<file path="config.mk">
export PLATFORM = sky130hd
export DESIGN_NAME = snn_input_loader
export DESIGN_NICKNAME = d
export VERILOG_FILES = /design/src/rtl/snn_pkg.sv /design/src/rtl/ram.sv /design/src/rtl/snn_input_loader.sv
export SDC_FILE = /design/constraint.sdc
export NUM_CORES = 1
export LEC_CHECK = 0
export CAP_MARGIN = 0
export CORE_ASPECT_RATIO = 0.8
export CORE_MARGIN = 5
export CORE_UTILIZATION = 63
export CTS_CLUSTER_SIZE = 40
export DETAILED_ROUTE_END_ITERATION = 16
export MAX_ROUTING_LAYER = met4
export PLACE_DENSITY = 0.81
export SLEW_MARGIN = 5
export SYNTH_ARGS = -nofsm -noshare
export SYNTH_HDL_FRONTEND = slang
export SYNTH_SLANG_ARGS = --single-unit
</file>
<file path="constraint.sdc">
create_clock -name clk -period 17.2 [get_ports clk]
set_input_delay 2.58 -clock clk [delete_from_list [all_inputs] [get_ports clk]]
set_output_delay 2.58 -clock clk [all_outputs]
set_load 0.05 [all_outputs]
</file>
<file path="src/rtl/snn_pkg.sv">
// snn_pkg: shared image geometry and loader state encoding for the SNN input path.
package snn_pkg;
    localparam int IMG_BITS  = 784;
    localparam int IMG_BYTES = 98;
    typedef enum logic [1:0] {RX, UNPACK, START, WAIT_CORE} state_e;
endpackage

</file>
<file path="src/rtl/ram.sv">
// ram: single-port synchronous RAM with registered read; read data clears on reset.
module ram #(
    parameter int DATA_WIDTH = 8,
    parameter int ADDR_WIDTH = 10
) (
    input  logic                  clk,
    input  logic                  rst_n,
    input  logic                  we,
    input  logic [ADDR_WIDTH-1:0] addr,
    input  logic [DATA_WIDTH-1:0] d,
    output logic [DATA_WIDTH-1:0] q
);
    logic [DATA_WIDTH-1:0] mem [2**ADDR_WIDTH];
    always_ff @(posedge clk) begin
        if (we) mem[addr] <= d;
        q <= rst_n ? mem[addr] : '0;
    end
endmodule

</file>
<file path="src/rtl/snn_input_loader.sv">
// snn_input_loader: unpacks received image bytes into a 1-bit pixel RAM, then hands
// the image to snn_core and waits for it to finish before accepting the next image.
module snn_input_loader
    import snn_pkg::*;
#(
    parameter int IMG_BITS  = snn_pkg::IMG_BITS,
    parameter int IMG_BYTES = snn_pkg::IMG_BYTES
) (
    input  logic       clk,
    input  logic       rst_n,
    input  logic       rx_rdy,
    input  logic [7:0] rx_data,
    input  logic [9:0] addr_input_unit,
    input  logic       core_done,
    output logic       q_input,
    output logic       start,
    output logic       busy,
    output logic       ovr
);
    localparam int BW = $clog2(IMG_BYTES + 1);
    state_e        state_q, state_d;
    logic [7:0]    sr_q, sr_d;
    logic [2:0]    bit_q, bit_d;
    logic [9:0]    wr_addr_q, wr_addr_d;
    logic [BW-1:0] byte_q, byte_d, byte_inc;
    logic          ovr_q, ovr_d;
    logic          we;
    logic [9:0]    ram_addr;
    assign byte_inc = byte_q + 1'b1;
    always_comb begin
        state_d   = state_q;
        sr_d      = sr_q;
        bit_d     = bit_q;
        wr_addr_d = wr_addr_q;
        byte_d    = byte_q;
        ovr_d     = ovr_q;
        we        = 1'b0;
        case (state_q)
            RX: if (rx_rdy) begin
                sr_d    = rx_data;
                bit_d   = '0;
                state_d = UNPACK;
                ovr_d   = (byte_q == '0) ? 1'b0 : ovr_q;
            end
            UNPACK: begin
                we        = 1'b1;
                sr_d      = sr_q >> 1;
                bit_d     = bit_q + 1'b1;
                // saturate so the last pixel write never pushes the pointer past the image
                wr_addr_d = (wr_addr_q == 10'(IMG_BITS - 1)) ? wr_addr_q : wr_addr_q + 1'b1;
                if (bit_q == 3'd7) begin
                    byte_d  = byte_inc;
                    state_d = (byte_inc == BW'(IMG_BYTES)) ? START : RX;
                end
            end
            START: state_d = WAIT_CORE;
            WAIT_CORE: if (core_done) begin
                state_d   = RX;
                wr_addr_d = '0;
                byte_d    = '0;
            end
            default: state_d = RX;
        endcase
        if (rx_rdy && state_q != RX) ovr_d = 1'b1;
    end
    always_ff @(posedge clk) begin
        if (!rst_n) begin
            state_q   <= RX;
            sr_q      <= '0;
            bit_q     <= '0;
            wr_addr_q <= '0;
            byte_q    <= '0;
            ovr_q     <= 1'b0;
        end else begin
            state_q   <= state_d;
            sr_q      <= sr_d;
            bit_q     <= bit_d;
            wr_addr_q <= wr_addr_d;
            byte_q    <= byte_d;
            ovr_q     <= ovr_d;
        end
    end
    assign ram_addr = (state_q == UNPACK) ? wr_addr_q : addr_input_unit;
    assign start    = (state_q == START);
    assign busy     = (state_q != RX);
    assign ovr      = ovr_q;
    ram #(.DATA_WIDTH(1), .ADDR_WIDTH(10)) u_ram (
        .clk  (clk),
        .rst_n(rst_n),
        .we   (we),
        .addr (ram_addr),
        .d    (sr_q[0]),
        .q    (q_input)
    );
endmodule

</file>
======== Word-level counts from Yosys, hierarchy flattened ========
Memory sizes are Yosys's and may differ from the RTL's. A register that Yosys moved wholly into a read port is not among the register bits.
Cells that the tools add are included.
cells by class
  $add $sub $neg .......................... 3
  reduce and logical (&&, ||, !) cells .... 15
  muxes and demuxes ....................... 23
  equal/unequal tests ..................... 10
operators by type and width
  kind                   number
  $mux 10                3
  $pmux 10 s2            1
  $pmux 8 s2             1
  $mux 7                 2
  $pmux 7 s2             1
  $reduce_and 3->1       4
  $reduce_bool 2->1      6
  $add 10x1->10 const B  1
  $eq 10x10->1 const B   1
  $mux 2                 4
  $mux 8                 1
  $ne 2x2->1 const B     4
  $pmux 2 s4             1
  $add 7x1->7 const B    1
  $eq 7x7->1 const B     1
  $logic_not 7->1        1
  $mux 1                 7
  $pmux 3 s2             1
  $eq 2x2->1 const B     2
  $add 3x1->3 const B    1
  $eq 3x3->1 const B     1
  $mux 3                 1
  $eq 2x1->1 const B     1
  $logic_not 2->1        1
  3 further kinds        3
word-level totals
  register bits ........................... 31
  bits in writable memories ............... 1024
  input bits .............................. 22
  memories kept ........................... 1
  logic and storage cells ................. 58
  output and inout port bits .............. 4
memory list
  name       words  bits a word  rd ports  clocked after Yosys merged registers in  wr ports  line       text
  u_ram.mem  1024   1            1         1                                        1         ram.sv:13  logic [DATA_WIDTH-1:0] mem [2**ADDR_WIDTH];

======== Logic depth before layout (Yosys ltp) ========
  depth in word-level cells ............... 5
  gate-level depth with buffers ........... 14
  gate-level depth less buffers ........... 10

======== Modules after synthesis ========
A second synthesis with hierarchy kept.
unflattened totals
  cell total of the unflattened synthesis .. 3505
  area total of the unflattened synthesis .. 46170.5 um2
modules (own cells, without submodules)
  module            cells an instance  sequential area each (um2)  area each (um2)  times used
  ram               3279               30769.5                     44413.8          1
  snn_input_loader  226                620.6                       1756.7           1

======== Worst setup path after synthesis ========
No wires, ideal clock.
  kind .................................... reg2reg
  start ................................... reg sr_q[0]
  end ..................................... mem u_ram.mem[0] (data pin)
  data required time ...................... 14.385 ns
  path buffers ............................ 0
  library setup time ...................... 2.815 ns
  clock period less this slack ............ 15.559 ns
  stages on the path, launching flop included .. 1
  arrival time ............................ 12.744 ns
  path slack .............................. 1.641 ns
  cell sequence ........................... dfxtp_1
RTL lines
  element                 line                    text
  from (decl)             snn_input_loader.sv:22  logic [7:0] sr_q, sr_d;
  from (signal assigned)  snn_input_loader.sv:76  sr_q <= sr_d;
  to (decl)               ram.sv:13
No word-level cell before the write port.

======== Final worst setup path ========
  start ................................... in addr_input_unit[1]
  end ..................................... reg u_ram.q (read register of u_ram.mem)
on the way
  cells in the longest elaborated chain, start to end .. 1
RTL lines
  element      line                    text
  from (decl)  snn_input_loader.sv:13  input logic [9:0] addr_input_unit,
  $mux 10      snn_input_loader.sv:83  assign ram_addr = (state_q == UNPACK) ? wr_addr_q : addr_input_unit;
  to (decl)    ram.sv:11               output logic [DATA_WIDTH-1:0] q
Every way passes these cells.
A chain may end at the register's enable or synchronous reset.

==> impl_metrics.toml <==
[power_and_ir_drop]
power.leakage_nw = 14.6
power-per-cell-area_nw_per_um2 = 108
vdd_ir_drop_max_mv = 0.110

[global_route]
grt_max_degree = 318
grt.total_usage = 0.311
global_route.overflow_total = 0
antenna_found_initial = 1
via_count_of_the_first_global_routing_pass = 27500
grt_first_pass_wirelength_mm = 172

[clocking]
cts.htree.levels = 3
ctsRootBufferMaster = "clkbuf_16"
cts_buffers = 95
clock-sinks = 1056
cts_hold_buffers = 0
insertion_delay_ns = 0.67
clk_pin_slew_ns = 0.07
tritoncts_clock_tree = "done"
post_cts_buffers = 0
clockBufferDepth = 3
post_cts_resize_count = 0

[synthesis]
ys_top_cells_by_count = "edfxtp_1, nor2_1, mux4_2"
ys_warn_count = 0
syn_area_um2 = 45300
netlist.area_leader.share = 0.678
synth_cell_type_count = 50
syn_avg_cell_area_um2 = 14.3
post_synth_inst_count = 3166
synth-edff-count = 1024
synth_async_sr_flop_share = 0
yosys-top-cells-area = "edfxtp_1, mux4_2, nor2_1, a22oi_1, clkbuf_1"
synth-seq-cells = 1056
synth-main-ff-cell = "edfxtp_1"
synth_sequential_area_ratio = 0.692
synthDominantAreaCellType = "edfxtp_1"
most_frequent_cell_after_synthesis = "edfxtp_1"
syn-num-nets = 3194

[floorplan]
chipHeight_um = 250
starting_density_of_the_core = 0.633
core_area_um2 = 71700
row_count = 88
die_area_um2 = 77500
num_io_pins = 26
die_w_um = 310

[critical_path]
cp_top_family = "buffers and inverters"
timing.critical_path.from_type = "primary input"
worst_ep_required_time_ns = 17.72
cp-startpoint = "addr_input_unit[1]"
critical_path_peak_fanout = 159
critical_path.cell_chain = "clkdlybuf4s50_1 > inv_1 > o21ai_4 > buf_4 > buf_12 > buf_4 > mux4_2 > a22oi_1 > nand2_1 > o21ai_0 > nand4_1 > a22oi_1 > a41oi_1"
crit_end = "u_ram.q$_SDFF_PN0_"
rr_endpoint = "u_ram.q$_SDFF_PN0_"
critical_path_cell_count = 13
end_kind = "register"
reg2regPathDepth = 11
buffer_and_inverter_count_on_the_worst_path = 5
reg2reg_slack_ns = 11.06
critPathArrivalTime_ns = 7.71
cpMaxStageDelayCell = "buf_4"
critPathKind = "in -> reg"
max_stage_delay_ns = 0.90

[layout]
drive_above_1_share = 0.160
area_delta_synth_final_pct = 8.55
multiInputGateArea_um2 = 12800
regArea_um2 = 31400
total_nets_final = 3083
finalCoreUtilization = 0.687
num-fill-cells = 4415

[sta]
achievable-frequency_mhz = 139
slew_worst_pin_ns = 1.40
fin_worst_skew_ns = 0.0204
min_period_over_period = 0.418
final_max_slew_viol_count = 0
setup_violations = 0
final_hold_fails = 0
tns_ns = 0
worst_slew_margin_rel = 0.0587
rsz0062_at_grt = "no"
min_period_ns = 7.19

[outcome]
status = "complete, no violations"

[route]
route.final.wire_length_mm = 117
routedWlPerCell_um = 28.7
drt_first_pass_iters = 7
detailedRoute.firstIterationViolations = 5312
num_vias = 28100
post_detailed_route_drc_marker_count = 0
postRouteAntennaNets = 0
vias_per_cell = 6.89

[worst_hold_path]
hold_path_class = "reg -> reg"

[place]
place.detailed.hpwl_mm = 58.5
finalWeightedCongestion = 0.845
place.port_buffers = 25

[flow_run]
max_cap_violation_count = 0
-- worst min-delay path by stage --
stage / cells after the start / slack (ns) / end / from
3_5_place_dp: 1 / 0.48 / bit_q[0]$_SDFFE_PN0P_ / bit_q[0]$_SDFFE_PN0P_
5_1_grt: 1 / 0.51 / bit_q[0]$_SDFFE_PN0P_ / bit_q[0]$_SDFFE_PN0P_
3_3_place_gp: 1 / 0.46 / bit_q[0]$_SDFFE_PN0P_ / bit_q[0]$_SDFFE_PN0P_
4_1_cts: 1 / 0.49 / bit_q[0]$_SDFFE_PN0P_ / bit_q[0]$_SDFFE_PN0P_
6_report: 1 / 0.50 / bit_q[0]$_SDFFE_PN0P_ / bit_q[0]$_SDFFE_PN0P_
2_1_floorplan: 1 / 0.44 / bit_q[0]$_SDFFE_PN0P_ / bit_q[0]$_SDFFE_PN0P_
-- sequential cells by signal, summed over array words and instances, names as in the netlist, named ones only --
name,cells
sr_q,8
ovr,1
byte_q,7
state_q,1
u_ram.mem,1024
bit_q,3
wr_addr_q,10
u_ram.q,1
-- layer usage --
| layer | global-route usage | wire length, µm | vias to the layer above |
|---|---|---|---|
| li1 | - | - | 11400 |
| met4 | 0.107 | 4830 | 0 |
| met2 | 0.467 | 54700 | 2273 |
| met5 | - | 0 | - |
| met3 | 0.0871 | 18100 | 354 |
| met1 | 0.418 | 39500 | 14000 |
-- through the flow --
stage	setup WS [ns]	std cells	total power [mW]	hold slack (ns)	area [µm²]
6_report	10.01	4080	5.33	0.504	49200
3_5_place_dp	9.53	3903	3.26	0.484	46100
4_1_cts	10.23	4079	5.34	0.494	49200
3_3_place_gp	9.62	3903	3.25	0.458	46100
2_1_floorplan	1.64	3166	3.23	0.444	45300
5_1_grt	9.99	4080	5.48	0.509	49200
-- report_power, final --
part,switching [mW],internal (mW),leakage (nW)
Sequential,0.00933,2.85,9.54
Combinational,0.227,0.126,3.57
Clock,0.943,1.18,1.52
-- logic make-up after synthesis --
group	synth area share
AOI/OAI and AO/OA	0.0344
xor gates and xnor gates	0.00155
adders and majority gates	0.00166
buffers and inverters	0.0285
DFF	0.692
muxes	0.129
and+or+nand+nor	0.112
-- area by class of cell --
class,instances,area share
Multi-Input combinational cell,1808,0.260
Antenna cell,1,0.0000508
Sequential cell,1056,0.638
Inverter,10,0.000763
Clock inverter,64,0.0118
Tap cell,945,0.0240
Clock buffer,112,0.0506
Timing Repair Buffer,84,0.0148
-- layout by cell type (no fill, tap or decap), types with 31 or more instances in the layout --
master	netlist	layout
mux4_2	256	256
clkbuf_16	0	96
buf_4	23	56
nor3_1	49	48
nor2_1	1019	1013
dfxtp_1	32	31
o21ai_0	45	45
nand2_1	174	150
a22oi_1	126	126
edfxtp_1	1024	1024
Power figures use the tool's default switching activity.
